===== config.mk =====
export PLATFORM = sky130hd
export DESIGN_NAME = nano_mon_uart_flat
export DESIGN_NICKNAME = d
export VERILOG_FILES = /design/src/rtl/nano_mon_pkg.sv /design/src/rtl/nano_mon_if.sv /design/src/rtl/uart_tx_byte.sv /design/src/rtl/nano_mon_uart.sv /design/src/flat_wrapper.sv
export SDC_FILE = /design/constraint.sdc
export NUM_CORES = 1
export LEC_CHECK = 0
export ABC_AREA = 1
export CORE_MARGIN = 2
export CORE_UTILIZATION = 55
export CTS_BUF_LIST = sky130_fd_sc_hd__clkbuf_16
export CTS_CLUSTER_DIAMETER = 200
export DETAILED_ROUTE_END_ITERATION = 16
export PLACE_DENSITY = 0.73
export SYNTH_ARGS = -nofsm -noshare
export SYNTH_HDL_FRONTEND = slang
export SYNTH_HIERARCHICAL = 1
export SYNTH_SLANG_ARGS = --single-unit
export TNS_END_PERCENT = 10

===== constraint.sdc =====
create_clock -name CLK -period 3.1 [get_ports CLK]
set_input_delay 0.62 -clock CLK [delete_from_list [all_inputs] [get_ports CLK]]
set_output_delay 0.62 -clock CLK [all_outputs]
set_load 0.02 [all_outputs]

===== src/rtl/nano_mon_pkg.sv =====
// Shared constants, FSM encodings and helpers for the Nano monitor UART.
// Build option: NANO_MON_CHKSUM_EN appends a two-digit checksum before CR/LF.
package nano_mon_pkg;

  localparam logic [7:0] AsciiHash = 8'h23;
  localparam logic [7:0] AsciiCr   = 8'h0D;
  localparam logic [7:0] AsciiLf   = 8'h0A;
  localparam logic [7:0] AsciiZero = 8'h30;
  localparam logic [7:0] AsciiA    = 8'h41;

`ifdef NANO_MON_CHKSUM_EN
  localparam int unsigned FRAME_LEN = 17;
`else
  localparam int unsigned FRAME_LEN = 15;
`endif

  localparam int unsigned NumSteps = 5;
  localparam logic [2:0] StepCtrl [NumSteps] = '{3'd0, 3'd4, 3'd5, 3'd6, 3'd7};

  localparam logic [1:0] StIdle = 2'd0;
  localparam logic [1:0] StSel  = 2'd1;
  localparam logic [1:0] StSend = 2'd2;
  localparam logic [1:0] StDone = 2'd3;

  function automatic logic [7:0] nib2ascii(input logic [3:0] nib);
    if (nib < 4'd10) begin
      return AsciiZero + {4'd0, nib};
    end
    return AsciiA + {4'd0, nib} - 8'd10;
  endfunction

endpackage


===== src/rtl/nano_mon_if.sv =====
// Monitor select/sample bus between the Nano system top and its downstream monitor.
interface nano_mon_if;
  logic [2:0] OUT_CTRL;
  logic [7:0] OUT8B;
  logic [3:0] OUT4B;

  modport master (output OUT_CTRL, input OUT8B, input OUT4B);
  modport slave  (input OUT_CTRL, output OUT8B, output OUT4B);
endinterface


===== src/rtl/uart_tx_byte.sv =====
// UART 8N1 transmitter for one byte; start is taken only while idle.
module uart_tx_byte #(
  parameter int unsigned CLKS_PER_BIT = 163
) (
  input  logic       CLK,
  input  logic       NRST,
  input  logic       start,
  input  logic [7:0] data,
  output logic       tx,
  output logic       busy
);

  localparam int unsigned CntW = $clog2(CLKS_PER_BIT + 1);
  localparam logic [CntW-1:0] CntLast = CntW'(CLKS_PER_BIT - 1);

  logic            busy_q;
  logic [CntW-1:0] clk_cnt_q;
  logic [3:0]      bit_idx_q;
  logic [9:0]      shift_q;

  always_ff @(posedge CLK or negedge NRST) begin
    if (!NRST) begin
      busy_q    <= 1'b0;
      clk_cnt_q <= '0;
      bit_idx_q <= '0;
      shift_q   <= '1;
    end else if (!busy_q) begin
      if (start) begin
        busy_q    <= 1'b1;
        clk_cnt_q <= '0;
        bit_idx_q <= '0;
        shift_q   <= {1'b1, data, 1'b0};
      end
    end else if (clk_cnt_q == CntLast) begin
      clk_cnt_q <= '0;
      if (bit_idx_q == 4'd9) begin
        // Stop bit finished: line back to idle, index holds at its last value.
        busy_q  <= 1'b0;
        shift_q <= '1;
      end else begin
        bit_idx_q <= bit_idx_q + 4'd1;
        shift_q   <= {1'b1, shift_q[9:1]};
      end
    end else begin
      clk_cnt_q <= clk_cnt_q + 1'b1;
    end
  end

  assign tx   = shift_q[0];
  assign busy = busy_q;

endmodule


===== src/rtl/nano_mon_uart.sv =====
// Captures the Nano state/flags/R snapshot over OUT_CTRL and logs it as an ASCII hex UART frame.
// Build option: NANO_MON_CHKSUM_EN adds a modulo-256 checksum (two hex digits) before CR/LF.
module nano_mon_uart
  import nano_mon_pkg::*;
#(
  parameter int unsigned CLKS_PER_BIT = 163,
  parameter int unsigned SETTLE_CYC   = 2
) (
  input  logic              CLK,
  input  logic              NRST,
  input  logic              TRIG,
  input  logic              AUTO,
  nano_mon_if.master        mon,
  output logic              TX,
  output logic              BUSY,
  output logic              FRAME_DONE
);

  localparam int unsigned SlotCycles = 10 * CLKS_PER_BIT + 1;
  localparam int unsigned SlotW      = $clog2(SlotCycles);
  localparam logic [SlotW-1:0] SlotLast = SlotW'(SlotCycles - 1);
  localparam logic [3:0] SettleLast = 4'(SETTLE_CYC);
  localparam logic [4:0] CharLast   = 5'(FRAME_LEN - 1);
  localparam logic [4:0] CharCr     = 5'(FRAME_LEN - 2);

  logic [1:0]       state_q, state_d;
  logic [2:0]       step_q, step_d;
  logic [3:0]       settle_q, settle_d;
  logic [SlotW-1:0] slot_q, slot_d;
  logic [4:0]       char_q, char_d;
  logic [7:0]       snap_state_q, snap_flags_q;
  logic [31:0]      snap_r_q;

  logic [7:0] ch;
  logic [2:0] r_sel;
  logic       uart_start, uart_busy;

  always_comb begin
    state_d  = state_q;
    step_d   = step_q;
    settle_d = settle_q;
    slot_d   = slot_q;
    char_d   = char_q;
    case (state_q)
      StIdle: begin
        if (TRIG || AUTO) begin
          state_d  = StSel;
          step_d   = '0;
          settle_d = '0;
        end
      end
      StSel: begin
        if (settle_q == SettleLast) begin
          settle_d = '0;
          if (step_q == 3'(NumSteps - 1)) begin
            state_d = StSend;
            slot_d  = '0;
            char_d  = '0;
          end else begin
            step_d = step_q + 3'd1;
          end
        end else begin
          settle_d = settle_q + 4'd1;
        end
      end
      StSend: begin
        // The slot counter covers start, 8 data, stop and the inter-character idle cycle.
        if (slot_q == SlotLast) begin
          slot_d = '0;
          if (char_q == CharLast) begin
            state_d = StDone;
          end else begin
            char_d = char_q + 5'd1;
          end
        end else begin
          slot_d = slot_q + 1'b1;
        end
      end
      default: begin
        state_d  = AUTO ? StSel : StIdle;
        step_d   = '0;
        settle_d = '0;
      end
    endcase
  end

  always_ff @(posedge CLK or negedge NRST) begin
    if (!NRST) begin
      state_q  <= StIdle;
      step_q   <= '0;
      settle_q <= '0;
      slot_q   <= '0;
      char_q   <= '0;
    end else begin
      state_q  <= state_d;
      step_q   <= step_d;
      settle_q <= settle_d;
      slot_q   <= slot_d;
      char_q   <= char_d;
    end
  end

  // Sample on the last cycle of each step; R may move between steps and that is accepted.
  always_ff @(posedge CLK or negedge NRST) begin
    if (!NRST) begin
      snap_state_q <= '0;
      snap_flags_q <= '0;
      snap_r_q     <= '0;
    end else if (state_q == StSel && settle_q == SettleLast) begin
      case (step_q)
        3'd0: snap_state_q <= mon.OUT8B;
        3'd1: begin
          snap_r_q[7:0]     <= mon.OUT8B;
          snap_flags_q[3:0] <= mon.OUT4B;
        end
        3'd2: snap_r_q[15:8] <= mon.OUT8B;
        3'd3: begin
          snap_r_q[23:16]   <= mon.OUT8B;
          snap_flags_q[7:4] <= mon.OUT4B;
        end
        default: snap_r_q[31:24] <= mon.OUT8B;
      endcase
    end
  end

`ifdef NANO_MON_CHKSUM_EN
  logic [7:0] chksum;
  assign chksum = snap_state_q + snap_flags_q + snap_r_q[7:0] + snap_r_q[15:8]
                + snap_r_q[23:16] + snap_r_q[31:24];
`endif

  always_comb begin
    ch    = AsciiLf;
    r_sel = 3'(5'd12 - char_q);
    if (char_q == 5'd0) begin
      ch = AsciiHash;
    end else if (char_q <= 5'd2) begin
      ch = nib2ascii(char_q[0] ? snap_state_q[7:4] : snap_state_q[3:0]);
    end else if (char_q <= 5'd4) begin
      ch = nib2ascii(char_q[0] ? snap_flags_q[7:4] : snap_flags_q[3:0]);
    end else if (char_q <= 5'd12) begin
      ch = nib2ascii(snap_r_q[{r_sel, 2'b00} +: 4]);
`ifdef NANO_MON_CHKSUM_EN
    end else if (char_q == 5'd13) begin
      ch = nib2ascii(chksum[7:4]);
    end else if (char_q == 5'd14) begin
      ch = nib2ascii(chksum[3:0]);
`endif
    end else if (char_q == CharCr) begin
      ch = AsciiCr;
    end else begin
      ch = AsciiLf;
    end
  end

  assign uart_start = (state_q == StSend) && (slot_q == '0) && !uart_busy;

  uart_tx_byte #(
    .CLKS_PER_BIT(CLKS_PER_BIT)
  ) u_uart_tx_byte (
    .CLK  (CLK),
    .NRST (NRST),
    .start(uart_start),
    .data (ch),
    .tx   (TX),
    .busy (uart_busy)
  );

  assign mon.OUT_CTRL = (state_q == StSel) ? StepCtrl[step_q] : 3'd0;
  assign BUSY         = (state_q == StSel) || (state_q == StSend);
  assign FRAME_DONE   = (state_q == StDone);

endmodule


===== src/flat_wrapper.sv =====
// flat-port wrapper written by rule: the top's interface ports become plain ports
module nano_mon_uart_flat import nano_mon_pkg::*;
#(
  parameter int unsigned CLKS_PER_BIT = 163,
  parameter int unsigned SETTLE_CYC   = 2
)
  (CLK, NRST, TRIG, AUTO, TX, BUSY, FRAME_DONE, mon_OUT_CTRL, mon_OUT8B, mon_OUT4B);
  nano_mon_if mon_i ();
  input  logic CLK;
  input  logic NRST;
  input  logic TRIG;
  input  logic AUTO;
  output logic TX;
  output logic BUSY;
  output logic FRAME_DONE;
  output wire logic [$bits(mon_i.OUT_CTRL)-1:0] mon_OUT_CTRL;
  input wire logic [$bits(mon_i.OUT8B)-1:0] mon_OUT8B;
  input wire logic [$bits(mon_i.OUT4B)-1:0] mon_OUT4B;
  assign mon_OUT_CTRL = mon_i.OUT_CTRL;
  assign mon_i.OUT8B = mon_OUT8B;
  assign mon_i.OUT4B = mon_OUT4B;
  nano_mon_uart #(.CLKS_PER_BIT(CLKS_PER_BIT), .SETTLE_CYC(SETTLE_CYC)) u_core (.CLK(CLK), .NRST(NRST), .TRIG(TRIG), .AUTO(AUTO), .mon(mon_i), .TX(TX), .BUSY(BUSY), .FRAME_DONE(FRAME_DONE));
endmodule

==> impl_metrics.toml, run 1 <==
[status]
status = "finished, final reports clean"

[timing]
max_clock_freq_ghz = 0.387
tns_ns = 0
post-route-period-util_pct = 83.3
clock_skew_ns = 0.00961
setup_violations = 0
final-max-slew-violation-count = 0
layout_setup_ws_ns = 0.518
layout_min_cycle_time_ns = 2.58
rsz0062_at_grt = "false"
maxSlewHeadroom_pct = 47.1
tightest_slew_ns = 0.792
hold_viol_final = 0

[worst_setup_path]
cp_num_cells = 5
crit_type = "flip-flop to primary output"
arrival_ns = 1.96
cp_num_buf_inv = 3
r2r_start = "u_core/char_q[1]"
cp_slowest_stage_delay_ns = 0.62
rrSetupSlack_ns = 0.53
required_ns = 2.48
r2r_end = "u_core/u_uart_tx_byte/shift_q[7]"
crit_family = "buffers and inverters"
path_common_cell = "inv_1"
critPathMaxFanout = 5
crit_path_start_kind = "flip-flop"
crit_slowest_cell = "clkdlybuf4s50_1"
path_cells = "inv_1, ha_1, inv_1, a21oi_1, clkdlybuf4s50_1"
worstSetupEndpointType = "primary output"
r2r_cells = 17

[die]
die_area_mm2 = 0.0109
fp.dieW_um = 105
start_util_pct = 56.7
core_area_mm2 = 0.00982
std_cell_rows = 36
io_pins = 22
fp.dieH_um = 105

[routing]
drcViolationCount = 0
drtIter0Drc = 279
routed_wl_mm = 11.6
wl_per_cell_um = 12.9
via_per_inst = 5.36
ant_nets = 0
vias = 4816
drt_pass1_iterations = 5

[synth]
post_synth.cell_area_avg_um2 = 7.51
synth_cells = 742
yosysUniqueCellTypes = 44
synth_edf_count = 0
syn-num-nets = 784
yosysSeqAreaShare_pct = 42.9
syn_area_mm2 = 0.00557
synth.yosys.warnings = 6
async_reset_ff_share_pct = 100
ys.flop_type = "dfrtp_1"
ys_seq_elements = 95

[power]
peakVddDrop_mv = 0.290
p_leak_uw = 0.00321
power.density_mw_per_mm2 = 396

[cells_and_area]
drive_above_1_share_pct = 8.10
fin_nets = 802
utilization_pct = 62.8
antenna_cells = 0
layout_common_cells = "210 x nand2_1, 94 x inv_1, 86 x dfrtp_1, 77 x o21ai_0, 56 x nor2_1"
final_common_cell = "nand2_1"
area.growth.synth_to_final_pct = 10.7

[clock_tree]
clkTransAtPathRegs_ns = 0.07
cts_made_buffers = 9
cts_hold_buf = 0
cts_sinks = 95
cts.repair.resized = 0
cts_tree = "built"
clkLatencyLatePin_ns = 0.35
htreeDepth = 3
postCtsSetupRepairBufs = 0
cts_root_buf = "clkbuf_16"
ctsLongestPathBuffers = 2

[job]
max-cap-violations = 0

[global_routing]
grt_max_degree = 49
grt-ovfl-total = 0
antenna_found_initial = 0
grt_pass1_wl_mm = 20.3
grt_pass1_vias = 4446
grtUsageTotal_pct = 22.6

[place]
place_ws_ns = 0.564
place_hpwl_mm = 8.27
place_congestion = 0.904
io_buffers = 21

[hold_path]
min_path_type = "input pin to async pin"
==> logic make-up (layout without fill, tap and decap cells) <==
family / after synthesis / in the layout / synth area share, %
mux: 3 / 3 / 0.539
flops: 95 / 95 / 42.9
xor+xnor: 9 / 9 / 1.42
buf+inv: 119 / 142 / 9.12
other cells: 1 / 1 / 0.0673
fa+ha+maj: 26 / 26 / 5.84
compound gates: 128 / 128 / 12.3
simple gates: 361 / 361 / 27.9
==> worst reg2reg max path: cells and delay by family (launching register included) <==
kind | cells | cell delay (ns)
simple gates | 9 | 0.74
flops | 1 | 0.41
buf+inv | 2 | 0.27
fa+ha+maj | 2 | 0.70
compound gates | 4 | 0.38
==> final cells by class <==
type,instances,area [µm²]
inverter,102,388
timing repair buffer,24,243
clock inverter,7,81.3
tap,133,166
fill,865,3650
multi-input combinational,528,2670
sequential,95,2390
clock buffer,9,225
==> per-layer routing <==
| layer | vias to the layer above | global-route usage, % | routed length [µm] |
|---|---|---|---|
| met5 | - | 0 | 0 |
| met4 | 0 | 6.95 | 119 |
| met3 | 10 | 4.30 | 604 |
| met2 | 127 | 34.9 | 5350 |
| met1 | 2278 | 32.6 | 5540 |
| li1 | 2401 | - | - |
==> power breakdown <==
group	leakage [µW]	internal (µW)	switching (µW)	total, µW
registers	0.000992	1240	1.16	1240
clock network	0.000147	637	504	1140
logic	0.00207	21.6	36.8	58.3
==> state kept, by name, indices dropped and copies added (netlist names) <==
register                         count
u_core/slot_q                       11
u_core/u_uart_tx_byte/clk_cnt_q      8
u_core/step_q                        3
u_core/snap_state_q                  8
u_core/settle_q                      4
u_core/u_uart_tx_byte/shift_q        9
u_core/u_uart_tx_byte/busy           1
u_core/snap_r_q                     32
u_core/char_q                        5
u_core/snap_flags_q                  8
u_core/u_uart_tx_byte/bit_idx_q      4
u_core/state_q                       2
==> stage by stage <==
step	instances	instance area (µm²)	hold slack, ns	power, µW
CTS	898	6160	0.310	2470
detailed placement	882	5860	0.462	1330
global route	898	6160	0.346	2530
finish	898	6160	0.285	2440
floorplan	742	5570	0.324	1280
global placement	882	5860	0.453	1330
==> cell usage after synthesis, types with 3 or more instances <==
| cell | n | area share [%] |
|---|---|---|
| nor2_2 | 5 | 0.56 |
| buf_6 | 3 | 0.61 |
| ha_1 | 26 | 5.8 |
| clkbuf_1 | 7 | 0.47 |
| o21ai_1 | 9 | 0.81 |
| a21oi_1 | 25 | 2.2 |
| dfrtp_1 | 86 | 39 |
| nand2_1 | 210 | 14 |
| o21ai_2 | 4 | 0.63 |
| nand4_1 | 4 | 0.45 |
| nand2_2 | 11 | 1.2 |
| nor3_1 | 10 | 0.90 |
| o21ai_0 | 77 | 6.9 |
| nor2_1 | 56 | 3.8 |
| buf_2 | 3 | 0.27 |
| xor2_1 | 5 | 0.79 |
| xnor2_1 | 4 | 0.63 |
| o22ai_1 | 6 | 0.67 |
| inv_1 | 94 | 6.3 |
| inv_2 | 6 | 0.40 |
| dfstp_2 | 9 | 4.2 |
| nand3_1 | 52 | 4.7 |
| mux2i_1 | 3 | 0.54 |
==> worst max-delay path by stage <==
| stage | startpoint | to |
|---|---|---|
| 2_1_floorplan | u_core/char_q[0] | u_core/u_uart_tx_byte/shift_q[7] |
| 3_3_place_gp | u_core/char_q[1] | u_core/u_uart_tx_byte/shift_q[7] |
| 3_5_place_dp | u_core/char_q[1] | u_core/u_uart_tx_byte/shift_q[7] |
| 4_1_cts | u_core/state_q[1] | mon_OUT_CTRL[0] |
| 5_1_grt | u_core/char_q[1] | u_core/u_uart_tx_byte/shift_q[7] |
| 6_report | u_core/state_q[1] | mon_OUT_CTRL[0] |
No activity file was read; power rests on OpenSTA's default activity.
==> inputs of run 2 (changes only) <==
==> constraint.sdc (replaced) <==
create_clock -name CLK -period 2.5 [get_ports CLK]
set_input_delay 0.5 -clock CLK [delete_from_list [all_inputs] [get_ports CLK]]
set_output_delay 0.5 -clock CLK [all_outputs]
set_load 0.02 [all_outputs]
==> impl_metrics.toml, run 2 (synthesis gave the netlist of run 1 again) <==
[cells_and_area]
regMostFlops = "u_core/snap_r_q"
fin_nets = 809
final_common_cell = "nand2_1"
utilization_pct = 63.4
num-fill-cells = 867
area.growth.synth_to_final_pct = 11.7
seqCellArea_mm2 = 0.00239
drive_above_1_share_pct = 9.20
top_regs = "u_core/snap_r_q (32), u_core/slot_q (11), u_core/u_uart_tx_byte/shift_q (9)"
largest_register_ffs = 32
antenna_cells = 0
multiInputGateArea_mm2 = 0.00268
layout_common_cells = "210 x nand2_1, 94 x inv_1, 86 x dfrtp_1, 77 x o21ai_0, 56 x nor2_1"

[power]
p_leak_uw = 0.00329
switchingPower_uw = 645
swShare_pct = 21.6
clkPwrFrac_pct = 46.0
p_int_uw = 2340
seq_power_share_pct = 51.6
power.density_mw_per_mm2 = 480
p_comb_share_pct = 2.4
peakVddDrop_mv = 0.581

[clock_tree]
clkLatencyLatePin_ns = 0.35
clkTransAtPathRegs_ns = 0.07
htreeDepth = 3
cts_tree = "built"
cts_sinks = 95
cts_made_buffers = 9
cts_root_buf = "clkbuf_16"
ctsLongestPathBuffers = 2
cts_hold_buf = 0

[job]
max-cap-violations = 0

[routing]
drcViolationCount = 0
via_per_inst = 5.29
vias = 4789
drtIter0Drc = 302
drt_pass1_iterations = 5
wl_per_cell_um = 13.3
routed_wl_mm = 12.0
ant_nets = 0

[die]
io_pins = 22
fp.dieH_um = 105
fp.dieW_um = 105
die_area_mm2 = 0.0109
std_cell_rows = 36
core_area_mm2 = 0.00982
start_util_pct = 56.7

[worst_setup_path]
r2r_start = "u_core/char_q[1]"
crit_path_start_kind = "flip-flop"
r2r_cells = 17
crit_type = "flip-flop to flip-flop"
rrSetupSlack_ns = 0.12
path_common_cell = "nand2_1"
arrival_ns = 2.66
setup.worst_path.start = "u_core/char_q[1]"
critPathMaxFanout = 8
crit_slowest_cell = "dfrtp_1"
path_cells = "inv_2, ha_1, buf_4, nor2_1, o21ai_0, nand3_1, nand2_1, ha_1, nand2_1, nand3_1, o21ai_1, nand2_1, a21oi_1, nand2_1, nand2_1, nand2_1, o21ai_1"
worstSetupEndpointType = "flip-flop"
r2r_end = "u_core/u_uart_tx_byte/shift_q[7]"
required_ns = 2.78
cp_slowest_stage_delay_ns = 0.40
critPathCapture = "u_core/u_uart_tx_byte/shift_q[7]"

[place]
io_buffers = 21
place_congestion = 0.962
place_ws_ns = 0.104
place_hpwl_mm = 8.53

[timing]
holdWs_ns = 0.142
layout_min_cycle_time_ns = 2.38
clock_skew_ns = 0.00935
tightest_slew_ns = 0.565
hold_viol_final = 0
tns_ns = 0
max_clock_freq_ghz = 0.420
layout_setup_ws_ns = 0.119
maxSlewHeadroom_pct = 62.3
setup_violations = 0
final-max-slew-violation-count = 0
post-route-period-util_pct = 95.2
rsz0062_at_grt = "true"

[global_routing]
grt_max_degree = 54
grt-ovfl-total = 0
grt_pass1_vias = 4749
grt_pass1_wl_mm = 21.2
antenna_found_initial = 0
grtUsageTotal_pct = 23.8

[hold_path]
min_path_type = "input pin to async pin"

[status]
status = "finished, final reports clean"
## run 2: cell types whose count changed in the layout (fill, tap and decap cells not counted), moves of 2 or more
| cell | before | now |
|---|---|---|
| buf_4 | 3 | 10 |
| clkdlybuf4s50_1 | 20 | 17 |
| dlymetal6s2s_1 | 0 | 2 |
| inv_6 | 1 | 3 |
| inv_8 | 2 | 0 |
## run 2: power groups by stage
stage / registers, µW / logic (µW) / clock network [µW]
after CTS: 1540 / 74.8 / 1420
after global routing: 1540 / 82.7 / 1490
after detailed placement: 1570 / 74.6 / 0
after floorplan: 1570 / 12.4 / 0
final: 1540 / 71.5 / 1380
after global placement: 1570 / 73.3 / 0
## run 2: worst min-delay path by stage
stage               depth (start not counted)                             start                                  to
finish                                      1                              NRST              u_core/snap_flags_q[5]
global placement                            2  u_core/u_uart_tx_byte/shift_q[0]    u_core/u_uart_tx_byte/shift_q[0]
detailed placement                          2  u_core/u_uart_tx_byte/shift_q[0]    u_core/u_uart_tx_byte/shift_q[0]
floorplan                                   0                              NRST                    u_core/char_q[0]
CTS                                         1                              NRST  u_core/u_uart_tx_byte/bit_idx_q[2]
global route                                1                              NRST              u_core/snap_flags_q[5]
## run 2: per-stage QoR
step           instances  power, µW  instance area, µm²
2_1_floorplan        742       1580                5570
3_3_place_gp         888       1640                5900
3_5_place_dp         888       1650                5900
4_1_cts              904       3030                6200
5_1_grt              905       3120                6220
6_report             905       2990                6220
## run 2: layout make-up
class | count | share of cell area [%]
sequential | 95 | 38.4
clock buffer | 9 | 3.62
tap | 133 | 2.67
timing repair buffer | 31 | 4.81
multi-input combinational | 528 | 43.1
inverter | 102 | 6.23
clock inverter | 7 | 1.15
## run 2: repair_timing
item | CTS | global route
gates resized for setup | 1 | 5
buffers inserted | 0 | 1
endpoints found under the setup margin | 1 | 8
gates cloned | 0 | 0
## run 2: critical path, delay by kind of cell, from the launching register on
kind / cells / cell delay, ns
simple gates: 9 / 0.75
flops: 1 / 0.40
compound gates: 4 / 0.44
buf+inv: 2 / 0.27
fa+ha+maj: 2 / 0.46
## run 2: per-layer routing
metal	track usage, %	share of wire [%]	up-vias
li1	-	-	2412
met1	31.7	47	2233
met2	38.3	46	131
met3	6.30	5.5	13
met4	6.95	0.92	0
met5	0	0	-
==> inputs of run 3 (changes only) <==
--- a/config.mk
+++ b/config.mk
@@ -12,6 +12,7 @@
 export CTS_CLUSTER_DIAMETER = 200
 export DETAILED_ROUTE_END_ITERATION = 16
 export PLACE_DENSITY = 0.73
+export SETUP_SLACK_MARGIN = 0.05
 export SYNTH_ARGS = -nofsm -noshare
 export SYNTH_HDL_FRONTEND = slang
 export SYNTH_HIERARCHICAL = 1
==> impl_metrics.toml, run 3 (synthesis gave the netlist of run 1 again) <==
[clock_tree]
clkTransAtPathRegs_ns = 0.07
cts_made_buffers = 9
ctsLongestPathBuffers = 2
cts_tree = "built"
cts_sinks = 95
clkLatencyLatePin_ns = 0.35
cts_root_buf = "clkbuf_16"
htreeDepth = 3

[routing]
via_per_inst = 5.29
ant_nets = 0
drtIter0Drc = 302
drt_pass1_iterations = 5
vias = 4789
drcViolationCount = 0
routed_wl_mm = 12.0
wl_per_cell_um = 13.3

[cells_and_area]
multiInputGateArea_mm2 = 0.00268
seqCellArea_mm2 = 0.00239
regMostFlops = "u_core/snap_r_q"
layout_common_cells = "210 x nand2_1, 94 x inv_1, 86 x dfrtp_1, 77 x o21ai_0, 56 x nor2_1"
fin_area_mm2 = 0.00622
largest_register_ffs = 32
num-fill-cells = 867
fin_nets = 809
drive_above_1_share_pct = 9.20
final_common_cell = "nand2_1"
antenna_cells = 0
area.growth.synth_to_final_pct = 11.7
utilization_pct = 63.4
top_regs = "u_core/snap_r_q (32), u_core/slot_q (11), u_core/u_uart_tx_byte/shift_q (9)"

[timing]
clock_skew_ns = 0.00935
rsz0062_at_grt = "true"
layout_setup_ws_ns = 0.119
setup_violations = 0
post-route-period-util_pct = 95.2
maxSlewHeadroom_pct = 62.3
layout_min_cycle_time_ns = 2.38
max_clock_freq_ghz = 0.420
hold_viol_final = 0
tns_ns = 0
final-max-slew-violation-count = 0
tightest_slew_ns = 0.565

[worst_setup_path]
path_common_cell = "nand2_1"
critPathMaxFanout = 8
crit_slowest_cell = "dfrtp_1"
cp_slowest_stage_delay_ns = 0.40
required_ns = 2.78
worstSetupEndpointType = "flip-flop"
crit_path_start_kind = "flip-flop"
crit_type = "flip-flop to flip-flop"
path_cells = "inv_2, ha_1, buf_4, nor2_1, o21ai_0, nand3_1, nand2_1, ha_1, nand2_1, nand3_1, o21ai_1, nand2_1, a21oi_1, nand2_1, nand2_1, nand2_1, o21ai_1"
arrival_ns = 2.66

[die]
start_util_pct = 56.7
core_area_mm2 = 0.00982
die_area_mm2 = 0.0109
io_pins = 22
fp.dieW_um = 105
std_cell_rows = 36
fp.dieH_um = 105

[global_routing]
grtUsageTotal_pct = 23.8
grt-ovfl-total = 0
grt_max_degree = 54
antenna_found_initial = 0
grt_pass1_wl_mm = 21.2
grt_pass1_vias = 4749

[power]
peakVddDrop_mv = 0.581
power.density_mw_per_mm2 = 480
p_leak_uw = 0.00329

[place]
io_buffers = 21
placed_area_mm2 = 0.00590
place_ws_ns = 0.104
place_hpwl_mm = 8.53
place_congestion = 0.962

[hold_path]
min_path_type = "input pin to async pin"

[job]
max-cap-violations = 0

[status]
status = "finished, final reports clean"
[run 3: final timing paths]
check / slack (ns) / start / end / depth (start not counted)
setup / recovery: 0.12 / u_core/char_q[1] / u_core/u_uart_tx_byte/shift_q[7] / 17
hold / removal: 0.14 / NRST / u_core/snap_flags_q[5] / 1
setup reg to reg: 0.12 / u_core/char_q[1] / u_core/u_uart_tx_byte/shift_q[7] / 17
hold reg to reg: 0.47 / u_core/u_uart_tx_byte/shift_q[0] / u_core/u_uart_tx_byte/shift_q[0] / 2
max in group asynchronous: 1.69 / NRST / u_core/snap_r_q[13] / 2
min in group CLK: 0.47 / u_core/u_uart_tx_byte/shift_q[0] / u_core/u_uart_tx_byte/shift_q[0] / 2
[run 3: timing repair]
action,4_1_cts,5_1_grt
hold buffers,0,0
resized for setup,1,5
hold endpoints to repair,0,0
setup buffers,0,1
setup endpoints to repair,2,9
[run 3: final cells by class]
type	count	area share (%)
multi-input cells	528	43.1
clock inverters	7	1.15
inverters	102	6.23
clock buffers	9	3.62
flip-flops and latches	95	38.4
repair buffers	31	4.81
well taps	133	2.67
[run 3: power by group]
group	switching (µW)	internal [µW]	total, µW
combinational	44.7	26.7	71.5
sequential	1.62	1540	1540
clock	599	777	1380
total	645	2340	2990
[run 3: layer usage]
metal / part of all wire [%] / vias to the layer above / routed length (µm) / GRT usage (%)
li1: - / 2412 / - / -
met1: 47 / 2233 / 5670 / 31.7
met2: 46 / 131 / 5580 / 38.3
met3: 5.5 / 13 / 667 / 6.30
met4: 0.92 / 0 / 111 / 6.95
met5: 0 / - / 0 / 0
[run 3: through the flow]
stage / hold WS [ns] / instances / power [µW]
after global routing: 0.188 / 905 / 3120
after detailed placement: 0.468 / 888 / 1650
after CTS: 0.166 / 904 / 3030
final: 0.142 / 905 / 2990
after global placement: 0.453 / 888 / 1640
after floorplan: 0.204 / 742 / 1580
[run 3: worst max-delay path, delay by kind of cell, from the launching register on]
family | cells | cell delay (ns)
adders and majority gates | 2 | 0.46
and+or+nand+nor | 9 | 0.75
AOI/OAI and AO/OA | 4 | 0.44
buffers and inverters | 2 | 0.27
DFF | 1 | 0.40
